$ cat src/rtl/bf_weight_ctrl_if.sv
// Coefficient write port, commit handshake and active-bank outputs of the beamformer weight controller.
interface bf_weight_ctrl_if;
    logic              wr_valid;
    logic              wr_ready;
    logic [4:0]        wr_addr;
    logic signed [4:0] wr_data;
    logic              commit_req;
    logic              commit_busy;
    logic              commit_done;
    logic              shadow_dirty;
    logic              frame_sync;
    logic [39:0]       w_cos_1_o;
    logic [39:0]       w_sin_1_o;
    logic [39:0]       w_cos_2_o;
    logic [39:0]       w_sin_2_o;

    modport master (
        output wr_valid, wr_addr, wr_data, commit_req,
        input  wr_ready, commit_busy, commit_done, shadow_dirty, frame_sync,
        input  w_cos_1_o, w_sin_1_o, w_cos_2_o, w_sin_2_o
    );

    modport slave (
        input  wr_valid, wr_addr, wr_data, commit_req,
        output wr_ready, commit_busy, commit_done, shadow_dirty, frame_sync,
        output w_cos_1_o, w_sin_1_o, w_cos_2_o, w_sin_2_o
    );
endinterface

$ cat src/rtl/bf_weight_ctrl.sv
// Shadow/active weight banks: single-coefficient writes land in shadow, a commit copies shadow to active on LO frame wrap.
// Writes are refused (wr_ready=0) while a commit is pending or settling; commit_done pulses SETTLE_CYC clocks after the bank swap.
module bf_weight_ctrl #(
    parameter int unsigned       FRAME_LEN  = 4,
    parameter int unsigned       SETTLE_CYC = 6,
    parameter logic signed [4:0] W_RST_COS1 = 5'sd15
) (
    input  logic            clock,
    input  logic            reset,
    bf_weight_ctrl_if.slave bus
);
    localparam int FW = (FRAME_LEN > 2) ? $clog2(FRAME_LEN) : 1;
    localparam int SW = (SETTLE_CYC > 0) ? $clog2(SETTLE_CYC + 1) : 1;

    // Bank index 0..3 = cos1, sin1, cos2, sin2; each bank holds 8 channels of 5 bits.
    typedef logic [3:0][7:0][4:0] bank_t;
    typedef enum logic [1:0] {IDLE, PEND, SETTLE} state_t;

    localparam bank_t BANK_RST = {120'd0, {8{W_RST_COS1}}};

    state_t        state_q, state_d;
    logic [FW-1:0] frame_cnt_q, frame_cnt_d;
    logic [SW-1:0] settle_cnt_q, settle_cnt_d;
    bank_t         shadow_q, shadow_d;
    bank_t         active_q, active_d;
    logic          shadow_dirty_q, shadow_dirty_d;
    logic          commit_done_q, commit_done_d;

    logic wr_ready;
    logic commit_busy;
    logic boundary;
    logic wr_fire;
    logic commit_fire;
    logic settle_end;

    assign boundary    = (frame_cnt_q == FW'(FRAME_LEN - 1));
    assign wr_fire     = bus.wr_valid && wr_ready;
    assign commit_fire = (state_q == PEND) && boundary;
    assign settle_end  = (state_q == SETTLE) && (settle_cnt_q == SW'(1));

    always_ff @(posedge clock or posedge reset) begin
        if (reset) begin
            state_q <= IDLE;
        end else begin
            state_q <= state_d;
        end
    end

    always_comb begin
        state_d = state_q;
        case (state_q)
            IDLE:    if (bus.commit_req) state_d = PEND;
            PEND:    if (boundary) state_d = (SETTLE_CYC == 0) ? IDLE : SETTLE;
            SETTLE:  if (settle_cnt_q == SW'(1)) state_d = IDLE;
            default: state_d = IDLE;
        endcase
    end

    always_comb begin
        wr_ready    = (state_q == IDLE);
        commit_busy = (state_q == PEND) || (state_q == SETTLE);
    end

    always_comb begin
        frame_cnt_d = boundary ? '0 : frame_cnt_q + 1'b1;

        settle_cnt_d = settle_cnt_q;
        if (commit_fire) begin
            settle_cnt_d = SW'(SETTLE_CYC);
        end else if ((state_q == SETTLE) && (settle_cnt_q != '0)) begin
            settle_cnt_d = settle_cnt_q - 1'b1;
        end

        shadow_d = shadow_q;
        if (wr_fire) begin
            shadow_d[bus.wr_addr[4:3]][bus.wr_addr[2:0]] = bus.wr_data;
        end

        // Writes are blocked outside IDLE, so the swap never races a shadow update.
        active_d = commit_fire ? shadow_q : active_q;

        shadow_dirty_d = shadow_dirty_q;
        if (wr_fire) begin
            shadow_dirty_d = 1'b1;
        end else if (commit_fire) begin
            shadow_dirty_d = 1'b0;
        end

        commit_done_d = settle_end || (commit_fire && (SETTLE_CYC == 0));
    end

    always_ff @(posedge clock or posedge reset) begin
        if (reset) begin
            frame_cnt_q    <= '0;
            settle_cnt_q   <= '0;
            shadow_q       <= BANK_RST;
            active_q       <= BANK_RST;
            shadow_dirty_q <= 1'b0;
            commit_done_q  <= 1'b0;
        end else begin
            frame_cnt_q    <= frame_cnt_d;
            settle_cnt_q   <= settle_cnt_d;
            shadow_q       <= shadow_d;
            active_q       <= active_d;
            shadow_dirty_q <= shadow_dirty_d;
            commit_done_q  <= commit_done_d;
        end
    end

    assign bus.wr_ready     = wr_ready;
    assign bus.commit_busy  = commit_busy;
    assign bus.commit_done  = commit_done_q;
    assign bus.shadow_dirty = shadow_dirty_q;
    assign bus.frame_sync   = (frame_cnt_q == '0);
    assign bus.w_cos_1_o    = active_q[0];
    assign bus.w_sin_1_o    = active_q[1];
    assign bus.w_cos_2_o    = active_q[2];
    assign bus.w_sin_2_o    = active_q[3];
endmodule

$ cat src/flat_wrapper.sv
// flat-port wrapper written by rule: the top's interface ports become plain ports
module bf_weight_ctrl_flat 
#(
    parameter int unsigned       FRAME_LEN  = 4,
    parameter int unsigned       SETTLE_CYC = 6,
    parameter logic signed [4:0] W_RST_COS1 = 5'sd15
)
  (clock, reset, bus_wr_valid, bus_wr_addr, bus_wr_data, bus_commit_req, bus_wr_ready, bus_commit_busy, bus_commit_done, bus_shadow_dirty, bus_frame_sync, bus_w_cos_1_o, bus_w_sin_1_o, bus_w_cos_2_o, bus_w_sin_2_o);
  bf_weight_ctrl_if bus_i ();
  input  logic clock;
  input  logic reset;
  input wire logic [$bits(bus_i.wr_valid)-1:0] bus_wr_valid;
  input wire logic [$bits(bus_i.wr_addr)-1:0] bus_wr_addr;
  input wire logic [$bits(bus_i.wr_data)-1:0] bus_wr_data;
  input wire logic [$bits(bus_i.commit_req)-1:0] bus_commit_req;
  output wire logic [$bits(bus_i.wr_ready)-1:0] bus_wr_ready;
  output wire logic [$bits(bus_i.commit_busy)-1:0] bus_commit_busy;
  output wire logic [$bits(bus_i.commit_done)-1:0] bus_commit_done;
  output wire logic [$bits(bus_i.shadow_dirty)-1:0] bus_shadow_dirty;
  output wire logic [$bits(bus_i.frame_sync)-1:0] bus_frame_sync;
  output wire logic [$bits(bus_i.w_cos_1_o)-1:0] bus_w_cos_1_o;
  output wire logic [$bits(bus_i.w_sin_1_o)-1:0] bus_w_sin_1_o;
  output wire logic [$bits(bus_i.w_cos_2_o)-1:0] bus_w_cos_2_o;
  output wire logic [$bits(bus_i.w_sin_2_o)-1:0] bus_w_sin_2_o;
  assign bus_i.wr_valid = bus_wr_valid;
  assign bus_i.wr_addr = bus_wr_addr;
  assign bus_i.wr_data = bus_wr_data;
  assign bus_i.commit_req = bus_commit_req;
  assign bus_wr_ready = bus_i.wr_ready;
  assign bus_commit_busy = bus_i.commit_busy;
  assign bus_commit_done = bus_i.commit_done;
  assign bus_shadow_dirty = bus_i.shadow_dirty;
  assign bus_frame_sync = bus_i.frame_sync;
  assign bus_w_cos_1_o = bus_i.w_cos_1_o;
  assign bus_w_sin_1_o = bus_i.w_sin_1_o;
  assign bus_w_cos_2_o = bus_i.w_cos_2_o;
  assign bus_w_sin_2_o = bus_i.w_sin_2_o;
  bf_weight_ctrl #(.FRAME_LEN(FRAME_LEN), .SETTLE_CYC(SETTLE_CYC), .W_RST_COS1(W_RST_COS1)) u_core (.clock(clock), .reset(reset), .bus(bus_i));
endmodule
$ cat config.mk
export PLATFORM = sky130hd
export DESIGN_NAME = bf_weight_ctrl_flat
export DESIGN_NICKNAME = d
export VERILOG_FILES = /design/src/rtl/bf_weight_ctrl_if.sv /design/src/rtl/bf_weight_ctrl.sv /design/src/flat_wrapper.sv
export SDC_FILE = /design/constraint.sdc
export NUM_CORES = 1
export LEC_CHECK = 0
export ABC_AREA = 0
export CORE_UTILIZATION = 55
export CTS_BUF_LIST = sky130_fd_sc_hd__clkbuf_4
export CTS_CLUSTER_SIZE = 20
export DETAILED_ROUTE_END_ITERATION = 6
export PLACE_DENSITY = 0.8
export SYNTH_ARGS = -nofsm -noshare
export SYNTH_HDL_FRONTEND = slang
export SYNTH_SLANG_ARGS = --single-unit
$ cat constraint.sdc
create_clock -name clock -period 32.6 [get_ports clock]
set_input_delay 6.52 -clock clock [delete_from_list [all_inputs] [get_ports clock]]
set_output_delay 6.52 -clock clock [all_outputs]
set_load 0.01 [all_outputs]
==> results.cfg <==
[power_and_ir_drop]
total_power_uw = 1160
power_density_nw_per_um2 = 73.7
power.ir.vdd_worst_mv = 0.0377
cellLeakagePower_uw = 0.00749

[route]
route.vias.total = 7189
postRouteWirelength_um = 25800
antenna_left = 0
drt_first_pass_iters = 4
dr.first_iter.drc_count = 325
post_drt_wl_per_cell_um = 19.2
vias_per_cell = 5.35
drcViolationCount = 0

[sta]
final.setup_skew_ns = 0.0298
timing.final.crit_share_pct = 26.9
post-route-worst-setup-slack_ns = 23.82
slew-limit-headroom_pct = 34.0
max_freq_ghz = 0.114
min_period_ns = 8.78
slew_viol_final = 0
grt_setup_unrepaired = false
hold_viol = 0
final.setup.tns_ns = 0
finalSetupViolations = 0
worstMarginPinSlew_ns = 0.990

[clock_tree]
worst_skew_pair.late_latency_ns = 0.67
clock_sink_count = 329
cts.hold.buffers_added = 0
postCtsResizedCells = 0
cts_inserted_buffers = 83
cts-htree-levels = 3
cts-root-buf = sky130_fd_sc_hd__clkbuf_4
clock_tree.buffer_depth = 3
clk_pin_slew_worst_paths_ns = 0.07
cts_tree = yes
cts_setup_buffers = 0

[place]
gp_congestion = 0.729
pre_cts_ws_ns = 23.29
port-buffer-count = 178
dpl-instance-area_um2 = 14700
place.detailed.hpwl_um = 16200

[finish]
proportion_of_layout_cells_with_a_drive_suffix_above_1_pct = 50.0
area.growth.synth_to_final_pct = 24.8
final_cell_area_um2 = 15700
fin_nets = 1027

[hold_path]
hp_class = reg2reg

[die]
fp.dieArea_um2 = 23500
floorplan.die.height_um = 153
floorplan.initialDensity_pct = 57.0
row_count = 54
std_cell_core_area_um2 = 22100
floorplan.die.width_um = 153
design.portCount = 179

[global_route]
grt_pass1_vias = 7670
grt_antenna_before_repair = 1
grt.total_usage_pct = 23.3
maximum_number_of_pins_on_one_net_before_global_route_repair = 123
first_pass_grt_wire_length_um = 41900
grt_overflow_total = 0

[synthesis]
synth_enable_flop_cells = 0
syn-mean-instance-area_um2 = 16.5
synth_area_leaders = sky130_fd_sc_hd__dfrtp_1 (53%), sky130_fd_sc_hd__mux2_2 (28%), sky130_fd_sc_hd__dfstp_2 (13%)
syn_inst = 764
synth-async-reset-ratio_pct = 100
ys_types = 27
synthDominantAreaCellType = sky130_fd_sc_hd__dfrtp_1
post-synth-top-count-cell = sky130_fd_sc_hd__mux2_2
synthFlopType = sky130_fd_sc_hd__dfrtp_1
yosys.area.top_type_share_pct = 52.7
syn_nets = 787
yosys_warnings = 0
ys_seq_elements = 329
yosys-top-cells-count = sky130_fd_sc_hd__mux2_2 (317), sky130_fd_sc_hd__dfrtp_1 (265), sky130_fd_sc_hd__dfstp_2 (64)
yosysSeqAreaShare_pct = 66.1
netlist_area_um2 = 12600

[critical_path]
endpoint_class_of_the_critical_path = primary output
path_max_fanout = 12
critPathRequiredTime_ns = 26.08
critPathSlowestCell = sky130_fd_sc_hd__clkdlybuf4s50_1
worst_path_dominant_cell_family = buffers and inverters
cp.buffers_inverters = 2
arrival_time_at_the_worst_endpoint_ns = 2.26
setup.worst_path.start_class = register
path_class = reg2out
timing.critical_path.slowest_cell_delay_ns = 0.63
path_cells = inv_1 > ha_1 > clkdlybuf4s50_1

[job]
maxCapViolations = 0

[outcome]
outcome = finished clean
## state kept, by name, indices dropped and copies added, names as in the netlist
name                     count
u_core.shadow_q            160
u_core.bus.w_cos_1_o        40
u_core.bus.w_cos_2_o        40
u_core.bus.w_sin_1_o        40
u_core.bus.w_sin_2_o        40
u_core.settle_cnt_q          3
u_core.frame_cnt_q           2
u_core.state_q               2
u_core.bus.commit_done       1
u_core.bus.shadow_dirty      1
## metal layers
metal	part of all wire [%]	track usage, %	vias up	routed length, um
met5	0	0	-	0
met4	1.1	7.50	0	279
met3	5.6	6.38	20	1440
met2	48	36.2	174	12300
met1	46	31.8	3758	11700
li1	-	-	3237	-
## cell usage in the layout (no fill, tap or decap), drive strengths merged, types with 3 or more instances in the layout
| master | instances |
|---|---|
| mux2 | 322 |
| dfrtp | 265 |
| clkdlybuf4s50 | 178 |
| clkbuf | 132 |
| dfstp | 64 |
| nand2 | 19 |
| nor2 | 17 |
| inv | 11 |
| clkinv | 11 |
| buf | 10 |
| ha | 9 |
| nand3b | 3 |
| nor3b | 3 |
## final timing paths
check | from | endpoint | slack (ns) | cells after the start
hold / removal | u_core.frame_cnt_q[0]$_DFF_PP0_ | u_core.frame_cnt_q[0]$_DFF_PP0_ | 0.47 | 1
hold reg to reg | u_core.frame_cnt_q[0]$_DFF_PP0_ | u_core.frame_cnt_q[0]$_DFF_PP0_ | 0.47 | 1
setup / recovery | u_core.state_q[0]$_DFFE_PP0P_ | bus_wr_ready | 23.82 | 3
min in group asynchronous | reset | u_core.bus.w_sin_1_o[32]$_DFFE_PP0P_ | 6.40 | 2
max in group asynchronous | reset | u_core.shadow_q[87]$_DFFE_PP0P_ | 24.08 | 4
setup reg to reg | u_core.state_q[1]$_DFFE_PP0P_ | u_core.bus.w_sin_1_o[9]$_DFFE_PP0P_ | 30.00 | 5
## metrics by stage
stage	utilization, %	hold slack, ns	instances
finish	71.1	0.467	1344
global placement	66.3	0.442	1199
CTS	71.0	0.469	1343
global route	71.1	0.503	1344
floorplan	-	0.424	764
detailed placement	66.3	0.453	1199
## area by class of cell
class / instances / area (um2)
clock inverter: 12 / 47.5
fill: 1481 / 6390
multi-input combinational: 392 / 4090
clock buffer: 132 / 991
sequential: 329 / 8310
timing repair buffer: 188 / 1860
tap: 280 / 350
inverter: 10 / 45.0
antenna: 1 / 2.50
## power breakdown
group / internal, uW / switching [uW] / total (uW) / leakage (uW)
Clock: 182 / 155 / 338 / 0.000633
Combinational: 151 / 89.6 / 241 / 0.00264
Sequential: 522 / 56.6 / 579 / 0.00422
## cell families after synthesis
family | count (synthesis) | share of synthesized area, %
AOI/OAI and AO/OA | 5 | 0.308
xor gates and xnor gates | 1 | 0.0696
adders and majority gates | 9 | 0.895
buffers and inverters | 43 | 1.46
DFF | 329 | 66.1
muxes | 322 | 28.8
and+or+nand+nor | 55 | 2.39
Note: power is estimated with default switching activity, not from simulation.
==> patch (same settings) <==
`SETTLE_CYC` is set to 6 in 2 places; all go to 3.
--- a/src/rtl/bf_weight_ctrl.sv
+++ b/src/rtl/bf_weight_ctrl.sv
@@ -2,7 +2,7 @@
 // Writes are refused (wr_ready=0) while a commit is pending or settling; commit_done pulses SETTLE_CYC clocks after the bank swap.
 module bf_weight_ctrl #(
     parameter int unsigned       FRAME_LEN  = 4,
-    parameter int unsigned       SETTLE_CYC = 6,
+    parameter int unsigned       SETTLE_CYC = 3,
     parameter logic signed [4:0] W_RST_COS1 = 5'sd15
 ) (
     input  logic            clock,
--- a/src/flat_wrapper.sv
+++ b/src/flat_wrapper.sv
@@ -2,7 +2,7 @@
 module bf_weight_ctrl_flat 
 #(
     parameter int unsigned       FRAME_LEN  = 4,
-    parameter int unsigned       SETTLE_CYC = 6,
+    parameter int unsigned       SETTLE_CYC = 3,
     parameter logic signed [4:0] W_RST_COS1 = 5'sd15
 )
   (clock, reset, bus_wr_valid, bus_wr_addr, bus_wr_data, bus_commit_req, bus_wr_ready, bus_commit_busy, bus_commit_done, bus_shadow_dirty, bus_frame_sync, bus_w_cos_1_o, bus_w_sin_1_o, bus_w_cos_2_o, bus_w_sin_2_o);
Formal check against the unedited RTL: not equivalent (a bounded check fails within 10 cycles, from zero or initial values and one cycle with reset high).
==> patch against the unedited design <==
  * Synthesized cell count is 0.65% lower
  * Clock skew is 0.012 ns higher
  * Wire length is 1.2% lower
  * Power is 0.41% higher
  * Area after synthesis is 0.45% lower
  * Fmax is 0.71% higher
  * Critical path depth stayed put
  * Global-route usage is 0.47 points lower
  * Core utilization is 0.23 points lower
  * Sequential cell count is 1 lower
  * Final area is 0.32% lower
  * Setup slack better by 0.062 ns
  * Sequential power hardly changed
  * Combinational power is 2% lower
==> patch: results (changes against the unedited design) <==
Status: finished clean
Reg-to-reg endpoint: u_core.bus.w_sin_2_o[17]
Met3 WL: 1640 um (+14%)
CP max FO: 12 (unchanged)
Layout cell share with drive strength beyond 1: 50.0% (about the same)
Dpl ws: 23.85 ns (+0.559 ns)
Number of DRC markers in iteration 0: 315 (-3.1%)
M1 WL: 11700 um (-0.72%)
Hold_ws: 0.457 ns (-0.0105 ns)
Fmax: 0.115 GHz (+0.71%)
Ant. Diodes: 0 (-1)
First-pass GRT wire length: 41200 um (-1.8%)
Adder-cell share of the synthesized area: 0.799% (-0.096 points)
GRT Resource Usage Total: 22.8% (-0.47 points)
Ranking of synthesized cells by area: dfrtp_1, mux2_2, dfstp_2
Routability congestion estimate: 0.708 (-2.8%)
Hold Crit Class: register to register
Peak VDD IR: 39.4 uV (+4.2%)
Library cells used by synthesis: 26 (-3.7%)
CP top delay family: buffers and inverters
Relative slew slack: 30.6% (-3.4 points)
Total Routed Length: 25500 um (-1.2%)
R2R Setup Slk: 29.45 ns (-0.55 ns)
DP Wirelength: 15600 um (-3.8%)
Placed Cells: 1192 (-0.58%)
Placed Instance Area: 14600 um^2 (-0.40%)
Compound-gate portion of the synthesized area: 0.210% (-0.098 points)
Filler cells: 1499 (+1.2%)
Initial antenna violation count: 0 (-1)
Synth Net Count: 781 (-0.76%)
Sequential area share after synthesis: 66.2% (+0.097 points)
Top cells by count, synth: mux2_2, dfrtp_1, dfstp_2
Post-CTS sizing: 0 (unchanged)
Xor and xnor area share after synthesis: 0.0699% (+0.00031 points)
Skew final: 0.0418 ns (+0.0120 ns)
Multiplexer share of the synthesized area: 28.9% (+0.13 points)
Vias in the first global route: 7692 (+0.29%)
Routed wl met2: 11800 um (-4.0%)
Largest net degree at the start of global routing: 183 (+49%)
Total CTS buffers: 80 (-3.6%)
Depth of the worst register-to-register path: 6 (+1)
Worst Path Arrival: 2.20 ns (-0.06 ns)
==> patch: changes by cell type after synthesis <==
cell and change:
a21oi_1 -1, and2_1 +1, and3_1 -1, dfrtp_1 -1, ha_1 -1, nand2b_1 -1
o211ai_1 -1
==> patch: area by class of cell <==
cell class                 instances  area, um^2  area share [%]
multi-input combinational        388        4060            26.0
clock buffer                     121         908            5.80
timing repair buffer             186        1850            11.8
sequential                       328        8290            53.0
tap                              280         350            2.24
clock inverter                    16         141           0.903
inverter                          10        45.0           0.288
==> patch: per-layer routing <==
| metal | up-vias | global-route usage [%] |
|---|---|---|
| met5 | - | 0 |
| met4 | 0 | 8.13 |
| met3 | 29 | 5.73 |
| met2 | 205 | 34.7 |
| met1 | 3627 | 32.1 |
| li1 | 3191 | - |
==> patch: power breakdown <==
part / internal (W) / total [W] / switching [W]
clock network: 0.000192 / 0.000348 / 0.000156
registers: 0.000521 / 0.000577 / 0.0000566
logic: 0.000150 / 0.000237 / 0.0000865
total: 0.000863 / 0.00116 / 0.000299
